## src/rtl/tpu_pkg.sv

```systemverilog
// Shared types and constants for the TPU host-side sequencer.
package tpu_pkg;

  localparam int DATA_W    = 8;
  localparam int NUM_ELEMS = 4;
  localparam int NUM_LOADS = 8;

  localparam logic SEL_A = 1'b0;
  localparam logic SEL_B = 1'b1;

  typedef enum logic [2:0] {
    ST_IDLE      = 3'd0,
    ST_LOAD      = 3'd1,
    ST_WAIT_DONE = 3'd2,
    ST_READ_REQ  = 3'd3,
    ST_READ_WAIT = 3'd4,
    ST_EMIT      = 3'd5
  } seq_state_e;

endpackage

```

## src/rtl/tpu_timeout_ctr.sv

```systemverilog
// Loadable down-counter; expired is high while the count sits at zero.
module tpu_timeout_ctr #(
  parameter int W = 8
) (
  input  logic         clk,
  input  logic         rst_n,
  input  logic         load,
  input  logic [W-1:0] load_val,
  input  logic         dec,
  output logic         expired
);

  logic [W-1:0] count;

  always_ff @(posedge clk) begin
    if (!rst_n) begin
      count <= '0;
    end else if (load) begin
      count <= load_val;
    end else if (dec && count != '0) begin
      count <= count - W'(1);
    end
  end

  assign expired = (count == '0);

endmodule

```

## src/rtl/tpu_host_sequencer.sv

```systemverilog
// Host initiator for the TPU load/compute/readout interface.
// Handshakes: a byte moves on s_* / m_* only in a cycle where valid && ready are both high.
module tpu_host_sequencer
  import tpu_pkg::*;
#(
  parameter int DONE_TIMEOUT = 255,
  parameter int READ_LATENCY = 1
) (
  input  logic              clk,
  input  logic              rst_n,
  input  logic              s_valid,
  output logic              s_ready,
  input  logic [DATA_W-1:0] s_data,
  output logic              load_en,
  output logic              load_sel_ab,
  output logic [1:0]        load_index,
  output logic [DATA_W-1:0] in_data,
  input  logic              done,
  output logic              output_en,
  output logic [1:0]        output_sel,
  input  logic [DATA_W-1:0] out_data,
  output logic              m_valid,
  input  logic              m_ready,
  output logic [DATA_W-1:0] m_data,
  output logic              m_last,
  output logic              busy,
  output logic              timeout_err,
  output seq_state_e        state_dbg
);

  localparam int         TW        = $clog2(DONE_TIMEOUT + 1);
  localparam logic [2:0] LAST_LOAD = 3'(NUM_LOADS - 1);
  localparam logic [1:0] LAST_ELEM = 2'(NUM_ELEMS - 1);
  localparam logic [1:0] RL_INIT   = 2'(READ_LATENCY - 1);

  seq_state_e state;
  logic [2:0] elem;
  logic [1:0] sel;
  logic [1:0] rl_cnt;
  logic       s_fire;
  logic       tmr_load;
  logic       tmr_dec;
  logic       tmr_expired;

  assign s_fire    = s_valid && s_ready;
  assign tmr_load  = (state == ST_LOAD) && s_fire && (elem == LAST_LOAD);
  assign tmr_dec   = (state == ST_WAIT_DONE);
  assign state_dbg = state;

  // Loaded with DONE_TIMEOUT-1 so expiry lands exactly DONE_TIMEOUT cycles after entry.
  tpu_timeout_ctr #(.W(TW)) u_timeout (
    .clk      (clk),
    .rst_n    (rst_n),
    .load     (tmr_load),
    .load_val (TW'(DONE_TIMEOUT - 1)),
    .dec      (tmr_dec),
    .expired  (tmr_expired)
  );

  always_ff @(posedge clk) begin
    if (!rst_n) begin
      state       <= ST_IDLE;
      elem        <= '0;
      sel         <= '0;
      rl_cnt      <= '0;
      s_ready     <= 1'b0;
      load_en     <= 1'b0;
      load_sel_ab <= SEL_A;
      load_index  <= '0;
      in_data     <= '0;
      output_en   <= 1'b0;
      output_sel  <= '0;
      m_valid     <= 1'b0;
      m_data      <= '0;
      m_last      <= 1'b0;
      busy        <= 1'b0;
      timeout_err <= 1'b0;
    end else begin
      load_en   <= 1'b0;
      output_en <= 1'b0;
      case (state)
        ST_IDLE: begin
          s_ready <= 1'b1;
          busy    <= 1'b0;
          if (s_fire) begin
            load_en     <= 1'b1;
            load_sel_ab <= SEL_A;
            load_index  <= 2'd0;
            in_data     <= s_data;
            timeout_err <= 1'b0;
            elem        <= 3'd1;
            busy        <= 1'b1;
            state       <= ST_LOAD;
          end
        end
        ST_LOAD: begin
          if (s_fire) begin
            load_en     <= 1'b1;
            load_sel_ab <= elem[2];
            load_index  <= elem[1:0];
            in_data     <= s_data;
            if (elem == LAST_LOAD) begin
              s_ready <= 1'b0;
              state   <= ST_WAIT_DONE;
            end else begin
              elem <= elem + 3'd1;
            end
          end
        end
        ST_WAIT_DONE: begin
          if (done) begin
            sel        <= 2'd0;
            output_en  <= 1'b1;
            output_sel <= 2'd0;
            state      <= ST_READ_REQ;
          end else if (tmr_expired) begin
            timeout_err <= 1'b1;
            busy        <= 1'b0;
            s_ready     <= 1'b1;
            state       <= ST_IDLE;
          end
        end
        ST_READ_REQ: begin
          rl_cnt <= RL_INIT;
          state  <= ST_READ_WAIT;
        end
        ST_READ_WAIT: begin
          if (rl_cnt == 2'd0) begin
            m_data  <= out_data;
            m_valid <= 1'b1;
            m_last  <= (sel == LAST_ELEM);
            state   <= ST_EMIT;
          end else begin
            rl_cnt <= rl_cnt - 2'd1;
          end
        end
        ST_EMIT: begin
          if (m_ready) begin
            m_valid <= 1'b0;
            m_last  <= 1'b0;
            if (sel == LAST_ELEM) begin
              busy    <= 1'b0;
              s_ready <= 1'b1;
              state   <= ST_IDLE;
            end else begin
              sel        <= sel + 2'd1;
              output_en  <= 1'b1;
              output_sel <= sel + 2'd1;
              state      <= ST_READ_REQ;
            end
          end
        end
        default: state <= ST_IDLE;
      endcase
    end
  end

endmodule
```

## config.mk

```make
export PLATFORM = sky130hd
export DESIGN_NAME = tpu_host_sequencer
export DESIGN_NICKNAME = d
export VERILOG_FILES = /design/src/rtl/tpu_pkg.sv /design/src/rtl/tpu_timeout_ctr.sv /design/src/rtl/tpu_host_sequencer.sv
export SDC_FILE = /design/constraint.sdc
export NUM_CORES = 1
export LEC_CHECK = 0
export CORE_MARGIN = 2
export CORE_UTILIZATION = 54
export CTS_BUF_LIST = sky130_fd_sc_hd__clkbuf_2 sky130_fd_sc_hd__clkbuf_4 sky130_fd_sc_hd__clkbuf_8
export DETAILED_ROUTE_END_ITERATION = 8
export PLACE_DENSITY = 0.87
export SLEW_MARGIN = 30
export SYNTH_ARGS = -nofsm -noshare
export SYNTH_HDL_FRONTEND = slang
export SYNTH_HIERARCHICAL = 1
export SYNTH_SLANG_ARGS = --single-unit
```

## constraint.sdc

```tcl
create_clock -name clk -period 6.1 [get_ports clk]
set_input_delay 1.22 -clock clk [delete_from_list [all_inputs] [get_ports clk]]
set_output_delay 1.22 -clock clk [all_outputs]
set_load 0.01 [all_outputs]
```

* Word-level counts from Yosys, hierarchy flattened *
Cells that the tools add are included.

cells by class
  multiplexer cells = 49
  equality and inequality tests = 20
  multipliers = 0
  shifts and indexed selects = 0
  bitwise gates (word level) = 1
  magnitude comparators = 0
  div/mod/pow operators = 0
  reduce and logical (&&, ||, !) cells = 30
  add/sub/neg operators = 4

operators with widths
  cell                                                                    count
  3-bit 2-to-1 mux                                                        9
  2-bit inequality test (second input constant)                           11
  1-bit 2-to-1 mux                                                        19
  3-bit one-hot mux with 6 select lines                                   1
  8-bit 2-to-1 mux                                                        2
  2-bit 2-to-1 mux                                                        7
  2-bit one-hot mux with 2 select lines                                   3
  4-bit AND reduction                                                     3
  2-bit nonzero test                                                      6
  1-bit one-hot mux with 2 select lines                                   5
  3-bit equality test (second input constant)                             3
  8-bit logical NOT                                                       1
  2-bit AND reduction                                                     4
  8-bit nonzero test                                                      1
  8-bit by 1-bit subtractor with 8-bit output (second input constant)     1
  7-bit AND reduction                                                     1
  3-bit by 2-bit equality test with 1-bit output (second input constant)  2
  3-bit one-hot mux with 2 select lines                                   1
  3-bit AND reduction                                                     2
  6-bit AND reduction                                                     1
  5-bit AND reduction                                                     1
  1-bit logical AND                                                       4
  1-bit one-hot mux with 4 select lines                                   1
  4-bit nonzero test                                                      1
  other kinds (13)                                                        14

word-level totals
  ROM bits = 0
  RAM bits = 0
  memories kept = 0
  output and inout bits = 31
  register bits = 44
  input port bits = 21
  word-level logic and storage cells = 121
  latch bits = 0

* Depth between registers and ports, before layout *
  word-level depth = 4
  depth in mapped cells = 9
  mapped depth without buffers = 8

* Modules after synthesis *
Netlist, hierarchy kept.

modules (own cells, without submodules)
  module              sequential area each (um^2)  area each (um^2)  cells each  instances
  tpu_host_sequencer  720.7                        1535.2            191         1
  tpu_timeout_ctr     160.2                        508.0             58          1

* Worst setup path before layout *
Ideal clock, no wire load.

  kind = input to register
  start = in s_valid
  end = reg u_timeout.count[2]
  required time = 5985 ps
  arrival time = 2290 ps
  stages on the path = 8
  path slack = 3695 ps
  setup time = 115 ps
  path buffers = 2
  cell sequence = nand4bb_1 buf_2 nor2_1 clkbuf_1 nor3b_1 a21oi_1 o31ai_1 and2_1

on the way
  cells in the longest elaborated chain, start to end = 4
  elaborated cells between the ends (all ways) = 5
  classes of those cells = mux (1); reduce/logical (4)

ends and longest elaborated chain
  element                                                        line                      text
  start: declaration                                             tpu_host_sequencer.sv:11  input logic s_valid,
  1-bit logical AND *                                            tpu_host_sequencer.sv:45  assign s_fire = s_valid && s_ready;
  1-bit logical AND * (2 in a row)                               tpu_host_sequencer.sv:46  assign tmr_load = (state == ST_LOAD) && s_fire && (elem == LAST_LOAD);
  net tmr_load                                                   tpu_host_sequencer.sv:41  logic tmr_load;
  8-bit 2-to-1 mux / 2-bit nonzero test (equally long branches)  --
  end signal: assignment                                         tpu_timeout_ctr.sv:19     count <= load_val;
  end signal: assignment                                         tpu_timeout_ctr.sv:21     count <= count - W'(1);
  end: declaration                                               tpu_timeout_ctr.sv:13     logic [W-1:0] count;

Mark *: on every way through the listed nets, which the timed path passes. The rest lies on a longest branch.
A chain may end at the register's enable or synchronous reset.

* Worst setup path in the final report *
  start = in s_valid
  end = reg u_timeout.count[1]

Same word-level chain as after synthesis.

==> summary.md <==
| Metric | Value |
|---|---|
| Slew headroom | 0.386 |
| Post-CTS Resized | 0 |
| Logic pwr share | 0.170 |
| Setup Buffers After CTS | 0 |
| Most common cell after layout, fill and taps aside | clkdlybuf4s50_1 |
| Netlist cell types | 48 |
| Main synth FF type | dfxtp_1 |
| Crit Path Category | primary input to register |
| Worst hold stages | 2 |
| Yosys top cell by area | dfxtp_1 |
| Initial antenna violation count | 0 |
| DR vias | 1,899 |
| Type of origin of the critical path | primary input |
| Hold violation count in the final report | 0 |
| DR pass1 iterations | 4 |
| I/O pin count | 52 |
| Sink Count | 44 |
| Vias in the first global route | around 1,700 |
| Status | finished, final reports clean |
| Peak supply drop | ~0.2 mV |
| Net count, final | ~330 |
| Max-cap violation count | 0 |
| Final period util | 0.559 |
| Internal Pwr Total | roughly 0.48 mW |
| Power density over the cells | between 200 and 250 nW/um^2 |
| CP required | roughly 6300 ps |
| Synth Instances | about 250 |
| DIE AREA | about 4300 sq um |
| DR WL/cell | 13.0 microns |
| HPWL after detailed placement | approximately 3100 microns |
| Initial Util | 0.558 |
| Rows | 22 |
| R2r setup slk | between 3000 and 4000 ps |
| CP Capture Type | register |
| Share of the synthesized area in the top cell type | 0.431 |
| Die Y | roughly 66 microns |
| Hold endpoint | m_data[2] |
| Fin. max-slew vios | 0 |
| RSZ-0062 raised after global routing | false |
| TritonCTS clock tree | built |
| Worst Setup SP | s_valid |
| Largest net degree at the start of global routing | 35 |
| Mapped Area | roughly 2000 sq um |
| Final instance area | ~2700 sq um |
| Clk slew on worst S/H paths | approximately 80 ps |
| Final setup fails | 0 |
| Clock Power Share | 0.336 |
| Async set-reset flop share out of synthesis | 0 |
| DP Area | about 2600 sq um |
| CTS Root Cell | clkbuf_8 |
| CTS H-tree depth | 2 |
| Hold buffer count at CTS | 0 |
| Max Clock Freq | 0.293 GHz |
| Worst-path fanout max | 17 |
| Hold path start | m_data[2] |
| Crit Reg-Reg Startpoint | state_dbg[2] |
| DRC errors left | 0 |
| Setup TNS | 0 ps |
| Leakage | 0.982 nW |
| Avg Synthesized Cell Area | between 8 and 9 sq um |
| Num CTS Buffers | 5 |
| Leading cell types in the layout, fill and taps excluded | 51 x clkdlybuf4s50_1, 45 x nand2_1, 44 x dfxtp_1 |
| Layout area overhead | 32.0% |
| GRT Total Usage | 0.225 |
| Worst-Skew Late Latency | approximately 290 ps |
| Via-per-instance ratio | 5.43 |
| Core Region | 3660 sq um |
| DIE WIDTH | around 66 microns |
| Warnings, synthesis | 6 |
| Worst-Margin Slew | approximately 900 ps |
| Tightest Hold Check Type | register to register |
| First-pass GRT wire length | ~7400 microns |
| Critical path arrival | 3590 ps |
| Synth top area cells | dfxtp_1 43%, nand2_1 8.3%, a21oi_1 7.8%, ha_1 3.7%, nor2_1 3.7% |
| Worst r2r dst | u_timeout/count[1] |
| Sequential share of power | 0.494 |
| Register area share after synthesis | 0.431 |
| Max clock buf depth | 2 |
| Tmin final | ~3400 ps |
| Routability-driven placement congestion ratio | roughly 0.79 |
| DRT antenna net count | 0 |
| Routed WL | roughly 4600 microns |
| Share of cells above drive strength 1 | 0.0530 |
| Switching portion of total power | 0.262 |
| Post-synthesis register bit count | 44 |
| Total congestion overflow | 0 |
| Worst clock skew | 7.77 ps |
| Iteration-0 DRC Markers | between 80 and 90 |
| Number of synthesized flops with an enable pin | 0 |
| R2r worst-path depth | 5 |
| Ant. Diodes | 0 |
| # port buffers | between 50 and 60 |
| Psw | between 0.15 and 0.2 mW |
==> cell usage after synthesis (3+ instances only) <==
master,n
a211oi_1,3
a21oi_1,32
a22oi_1,3
a31oi_1,3
and2_1,3
buf_2,4
clkbuf_1,7
dfxtp_1,44
ha_1,6
inv_1,11
nand2_1,45
nand2b_1,4
nand3_1,7
nor2_1,20
nor3b_1,3
o21ai_0,10
o31ai_1,3
xnor2_1,3
==> worst max-delay path, stage by stage <==
cell	delay, ps
clkdlybuf4s50_1	490
nand4bb_1	550
nor2_1	780
inv_1	300
nand4_1	160
nand3_1	80
==> cells by family after synthesis <==
logic type | after synthesis | share of synthesized area
and+or+nand+nor | 99 | 0.242
DFF | 44 | 0.431
muxes | 3 | 0.0153
buffers and inverters | 24 | 0.0465
adders and majority gates | 6 | 0.0367
AOI/OAI and AO/OA | 68 | 0.212
other | 2 | 0.00368
xor gates and xnor gates | 3 | 0.0129
==> flip-flops by register name, indices dropped and copies added, names as in the netlist, 2 cells and up <==
register / count
in_data: 8
m_data: 8
u_timeout/count: 8
elem: 3
state_dbg: 3
load_index: 2
rl_cnt: 2
sel: 2
==> stage by stage <==
step                total power [mW]  hold WS, ps  instances  worst slack, ps   util
floorplan                      0.392          464        255             3700      -
global placement               0.440          442        342             2540  0.706
detailed placement             0.441          445        342             2420  0.706
CTS                            0.659          459        350             2710  0.737
global route                   0.689          474        350             2430  0.737
finish                         0.657          457        350             2690  0.737
==> per-layer routing <==
metal	track usage	share of wire
met5	0	0
met4	0.0859	0.015
met3	0.0651	0.058
met2	0.352	0.46
met1	0.293	0.46
==> worst max path at each step <==
stage / end / slack (ps) / cells after the start
floorplan: u_timeout/count[2] / 3700 / 8
global route: u_timeout/count[1] / 2430 / 6
finish: u_timeout/count[1] / 2690 / 6
CTS: u_timeout/count[1] / 2710 / 6
global placement: u_timeout/count[1] / 2540 / 6
detailed placement: u_timeout/count[1] / 2420 / 6
==> layout make-up <==
class                           count  area [sq um]
Fill cell                         279           963
Inverter                           12          45.0
Clock inverter                      2          35.0
Tap cell                           48          60.1
Timing Repair Buffer               51           510
Sequential cell                    44           881
Clock buffer                        6          76.3
Multi-Input combinational cell    187          1090
==> power by group through the flow <==
| stage | clock network [mW] | logic [mW] | registers [mW] |
|---|---|---|---|
| 6_report | 0.221 | 0.112 | 0.324 |
| 5_1_grt | 0.239 | 0.123 | 0.327 |
| 4_1_cts | 0.224 | 0.112 | 0.324 |
| 3_5_place_dp | 0 | 0.111 | 0.330 |
| 3_3_place_gp | 0 | 0.109 | 0.330 |
| 2_1_floorplan | 0 | 0.0708 | 0.321 |
Note: power is estimated with default switching activity, not from simulation.
==> RTL change 1 (config.mk and constraints unchanged) <==
Put one more register stage on the output `timeout_err`, with the module's reset. The value now appears one clock later. The other outputs are not delayed to match.
--- a/src/rtl/tpu_host_sequencer.sv
+++ b/src/rtl/tpu_host_sequencer.sv
@@ -33,4 +33,6 @@
   localparam logic [1:0] LAST_ELEM = 2'(NUM_ELEMS - 1);
   localparam logic [1:0] RL_INIT   = 2'(READ_LATENCY - 1);
+
+  logic timeout_err_s0;
 
   seq_state_e state;
@@ -75,5 +77,5 @@
       m_last      <= 1'b0;
       busy        <= 1'b0;
-      timeout_err <= 1'b0;
+      timeout_err_s0 <= 1'b0;
     end else begin
       load_en   <= 1'b0;
@@ -88,5 +90,5 @@
             load_index  <= 2'd0;
             in_data     <= s_data;
-            timeout_err <= 1'b0;
+            timeout_err_s0 <= 1'b0;
             elem        <= 3'd1;
             busy        <= 1'b1;
@@ -115,5 +117,5 @@
             state      <= ST_READ_REQ;
           end else if (tmr_expired) begin
-            timeout_err <= 1'b1;
+            timeout_err_s0 <= 1'b1;
             busy        <= 1'b0;
             s_ready     <= 1'b1;
@@ -156,3 +158,11 @@
   end
 
+  always_ff @(posedge clk) begin
+    if (!rst_n) begin
+      timeout_err <= '0;
+    end else begin
+      timeout_err <= timeout_err_s0;
+    end
+  end
+
 endmodule
Function: same outputs for any inputs over 10 cycles, from zero or initial values and one cycle with rst_n low; that may be too few to reach the edited logic, so the function may still have changed.
==> RTL change 1 against the unedited design <==
  * Sequential cell count increased by 1
  * Synthesized area increased by 3.4%
  * Critical path depth decreased by 5
  * Synthesized cell count decreased by 0.80%
  * Setup slack improved by 350 ps
  * Routed wire length increased by 1.9%
  * Final cell count unchanged
  * Final area increased by 1.5%
  * Global-route usage increased by 0.46 points
  * Power increased by 9.4%
==> RTL change 1: results (changes against the unedited design) <==
Global routing:
- The met1 layer usage reported by global route is 30.3% (+0.99 points).
- The global-route met2 utilization is 38.1% (+2.9 points).
- The met3 usage is 3.55% (-3.0 points).

Finish:
- The fraction of layout instances using a drive strength above 1 was 8.28% (+3.0 points).
- The number of filler instances in the final layout is 275 (-1.4%).

Critical path:
- The largest incremental delay on the critical path came to 860 ps (+80 ps).
- The worst-path maximum fanout is 24 (+7).
- The count of cells along the worst register-to-register path is 6 (+1).
- The endpoint arrival time on the critical path is 1840 ps (-1750 ps).
- The destination of the worst register-to-register timing path is u_timeout/count[7].
- The cell family contributing the most delay on the critical path is flip-flops.
- The source of the critical timing path is state_dbg[0].
- STA classifies the critical path endpoint as an output port.
- The launch instance of the worst register-to-register path is state_dbg[1].

Detailed routing:
- The total wire length after detailed routing was 4650 um (+1.9%).
- The routed via count divided by cell count is 5.45 (+0.47%).
- The number of DRC violations after detailed-routing iteration 0 was 116 (+35%).

Yosys:
- The mean instance size in the synthesized netlist is 8.56 sq um (+4.3%).
- Sorting the synthesized cells by how often they occur yields sky130_fd_sc_hd__dfxtp_1, sky130_fd_sc_hd__nand2_1, sky130_fd_sc_hd__a21oi_1, sky130_fd_sc_hd__nor2_1, sky130_fd_sc_hd__inv_1.
- The proportion of synthesized chip area in sequential cells is 42.6% (-0.48 points).
- The post-synthesis cell type count is 51 (+6.3%).
- In the post-synthesis netlist, the biggest area contributors are sky130_fd_sc_hd__dfxtp_1, sky130_fd_sc_hd__nand2_1, sky130_fd_sc_hd__a21oi_1.

Power:
- The internal power was 494 uW (+1.9%).
- The power attributed to the clock group is 181 uW (-18%).
- The power density over the cells is 262 nW/um^2 (+7.8%).
- The maximum ir drop on the vdd rail is 0.191 mV (-4.5%).

Placed design:
- The instance area at placement was 2650 sq um (+2.5%).
- The final weighted congestion of routability-driven global placement was 0.849 (+7.6%).
- The worst slack after detailed placement came to 2990 ps (+564 ps).

Timing:
- The relative max-transition margin is 45.1% (+6.5 points).
- The worst hold slack is 457 ps (+0.715 ps).

Run status:
- The flow ran to the end, and the final reports show no timing, DRC or antenna violations.
[RTL change 1: routing by layer]
metal  wire length, um  share of wire [%]
met1              2180                 47
met5                 0                  0
met3               146                3.1
met4                63                1.4
met2              2260                 49
[RTL change 1: cell type report]
cell class              count  area [sq um]  area share (%)
repair buffers             52           518            18.9
flip-flops and latches     45           901            32.9
clock inverters             2          10.0           0.366
multi-input cells         186          1130            41.3
clock buffers               6          76.3            2.79
inverters                  11          41.3            1.51
well taps                  48          60.1            2.19
[RTL change 1: logic make-up (layout without fill, tap and decap cells)]
group / count (synthesis) / count (layout) / share of synthesized area [%]
AND/OR/NAND/NOR: 105 / 105 / 26.6
AO/OA/AOI/OAI: 59 / 59 / 18.2
adder cells (fa/ha/maj): 6 / 6 / 3.55
multiplexers: 5 / 5 / 2.49
XOR/XNOR: 3 / 3 / 1.24
other: 2 / 8 / 0.355
flip-flops: 45 / 45 / 42.6
buffers and inverters: 22 / 71 / 4.91
==> RTL change 2 (config.mk and constraints unchanged) <==
Made on the original files. `DATA_W`: 8 -> 10.
--- a/src/rtl/tpu_pkg.sv
+++ b/src/rtl/tpu_pkg.sv
@@ -2,5 +2,5 @@
 package tpu_pkg;
 
-  localparam int DATA_W    = 8;
+  localparam int DATA_W    = 10;
   localparam int NUM_ELEMS = 4;
   localparam int NUM_LOADS = 8;
Ports: changed (resized in_data, m_data, out_data and s_data); port bits go from 52 to 60. No check against the original RTL was run, so the function may have changed too.
==> RTL change 2 against the unedited design <==
  * Final area up 12%
  * Sequential power up 2%
  * Hold slack lost 2.3 ps
  * Sequential share of layout area down 0.76 points
  * Synthesized area grew 12%
  * Routed wire length increased by 16%
  * Final cell count up 9.1%
  * Sequential cell count is 4 higher
  * First-iteration DRC count increased by 62%
  * Power shrank 1.3%
  * Setup slack worse by 9.8 ps
  * Critical endpoint is now state_dbg[0]
  * Largest power group unchanged
==> RTL change 2: results (changes against the unedited design) <==
Run status:
- The run finished with clean final reports.

Placed design:
- The worst slack after detailed placement is 2350 ps (-76.4 ps).
- The number of placed instances with taps included is 374 (+9.4%).
- The number of buffers added on ports is 59 (+16%).
- The final weighted congestion of routability-driven global placement is 0.828 (+5.0%).
- The half-perimeter wire length of the detailed placement result is 3700 um (+18%).
- The instance area at placement is 2890 sq um (+12%).

Detailed routing:
- The first-pass detailed-route iteration total came to 5 (+1).
- The number of DRC violations after detailed-routing iteration 0 is 139 (+62%).
- The routed length per instance came to 13.8 um (+5.9%).
- The routed via count divided by cell count is 5.51 (+1.6%).

Yosys:
- The arithmetic-cell share of the synthesized area counting full adders, half adders and majority gates came to 3.28% (-0.40 points).
- The synthesized netlist cell count is 274 (+10%).
- The proportion of synthesized chip area in sequential cells is 41.9% (-1.2 points).
- The share of synthesized registers carrying an async set or reset is 0% (unchanged).
- The post-synthesis cell type count is 57 (+19%).
- The multiplexer share of the synthesized area is 0.874% (-0.66 points).
- The share of the synthesized area in compound gates (AO/OA/AOI/OAI) was 22.0% (+0.77 points).
- The post-synthesis share of cell area spent on xor and xnor gates is 1.15% (-0.14 points).
- After synthesis, the cell types taking the most area are sky130_fd_sc_hd__dfxtp_1, sky130_fd_sc_hd__nand2_1, sky130_fd_sc_hd__a21oi_1.
- By count the netlist is led by sky130_fd_sc_hd__nand2_1, sky130_fd_sc_hd__dfxtp_1, sky130_fd_sc_hd__a21oi_1, sky130_fd_sc_hd__nor2_1, sky130_fd_sc_hd__inv_1.

Finish:
- The largest registers in the layout are in_data: 10 flops, m_data: 10 flops, u_timeout/count: 8 flops.
- The net count reported at finish is 362 (+10%).
- The number of filler instances in the final layout is 321 (+15%).
- The count of antenna diodes in the layout is 0 (unchanged).
- The fraction of layout instances using a drive strength above 1 came to 6.33% (+1.0 points).
- The count of non-filler cells in the finished layout came to 382 (+9.1%).
- The end-of-flow core utilization is 74.8% (+1.1 points).

Critical path:
- The largest incremental delay on the critical path is 930 ps (+150 ps).
- The cell family contributing the most delay on the critical path is buffers and inverters.
- The destination of the worst register-to-register timing path is u_timeout/count[1].
- The worst reg-to-reg setup slack was 3780 ps (+300 ps).
- On the critical path, the stage with the largest delay is an instance of sky130_fd_sc_hd__clkinv_1.
- The worst-path maximum fanout is 34 (+17).
- The count of cells along the worst register-to-register path was 5 (unchanged).

CTS:
- The clock latency on the worst-skew pair is about 300 ps.

Min path:
- In this run the most critical hold path is launched from in_data[7].
- The end of the worst hold path is in_data[7].
- In this run the worst hold path is classified as reg2reg.
- The cell depth of the worst hold path was 2 (unchanged).

Global routing:
- The global-route usage over all layers came to 22.9% (+0.37 points).
- The global-route wire length before repair is 9120 um (+23%).
- The number of global-route vias before repair was 1972 (+16%).

Timing:
- The clock tree skew after final layout is 8.62 ps (+0.842 ps).
- The worst hold slack is 454 ps (-2.29 ps).
- The transition time of the tightest slew-check pin was 906 ps (-9.83 ps).

Power:
- The static leakage power is 1.12 nW (+14%).
RTL change 2: power by group:
| part | internal [mW] | switching, mW |
|---|---|---|
| combinational | 0.0401 | 0.0353 |
| clock | 0.134 | 0.107 |
| sequential | 0.321 | 0.00978 |
RTL change 2: cell families (layout without fill, tap and decap cells):
logic type               Yosys count  in the layout
AO/OA/AOI/OAI                     74             74
other                              2              8
buffers and inverters             28             80
multiplexers                       2              2
flip-flops                        48             48
adder cells (fa/ha/maj)            6              6
XOR/XNOR                           3              3
AND/OR/NAND/NOR                  111            111
RTL change 2: cell type report:
cell class | instances | share of cell area, %
tap | 50 | 2.08
inverter | 13 | 1.62
sequential | 48 | 31.9
clock buffer | 6 | 2.74
multi-input combinational | 204 | 40.8
clock inverter | 2 | 1.29
timing repair buffer | 59 | 19.6
RTL change 2: how the worst max path moves through the flow:
stage | from | end | slack [ps] | depth (start not counted)
5_1_grt | rst_n | state_dbg[0] | 2360 | 4
2_1_floorplan | s_valid | u_timeout/count[2] | 3610 | 8
4_1_cts | rst_n | state_dbg[0] | 2650 | 4
3_5_place_dp | rst_n | state_dbg[0] | 2350 | 4
3_3_place_gp | rst_n | s_ready | 2430 | 3
6_report | rst_n | state_dbg[0] | 2680 | 4
RTL change 2: per-layer routing:
metal | part of all wire (%) | up-vias | wire [um] | GRT usage [%]
met3 | 4.9 | 8 | 260 | 4.97
li1 | - | 1066 | - | -
met2 | 50 | 63 | 2660 | 40.4
met4 | 1.2 | 0 | 63 | 7.41
met5 | 0 | - | 0 | 0
met1 | 44 | 969 | 2300 | 27.4
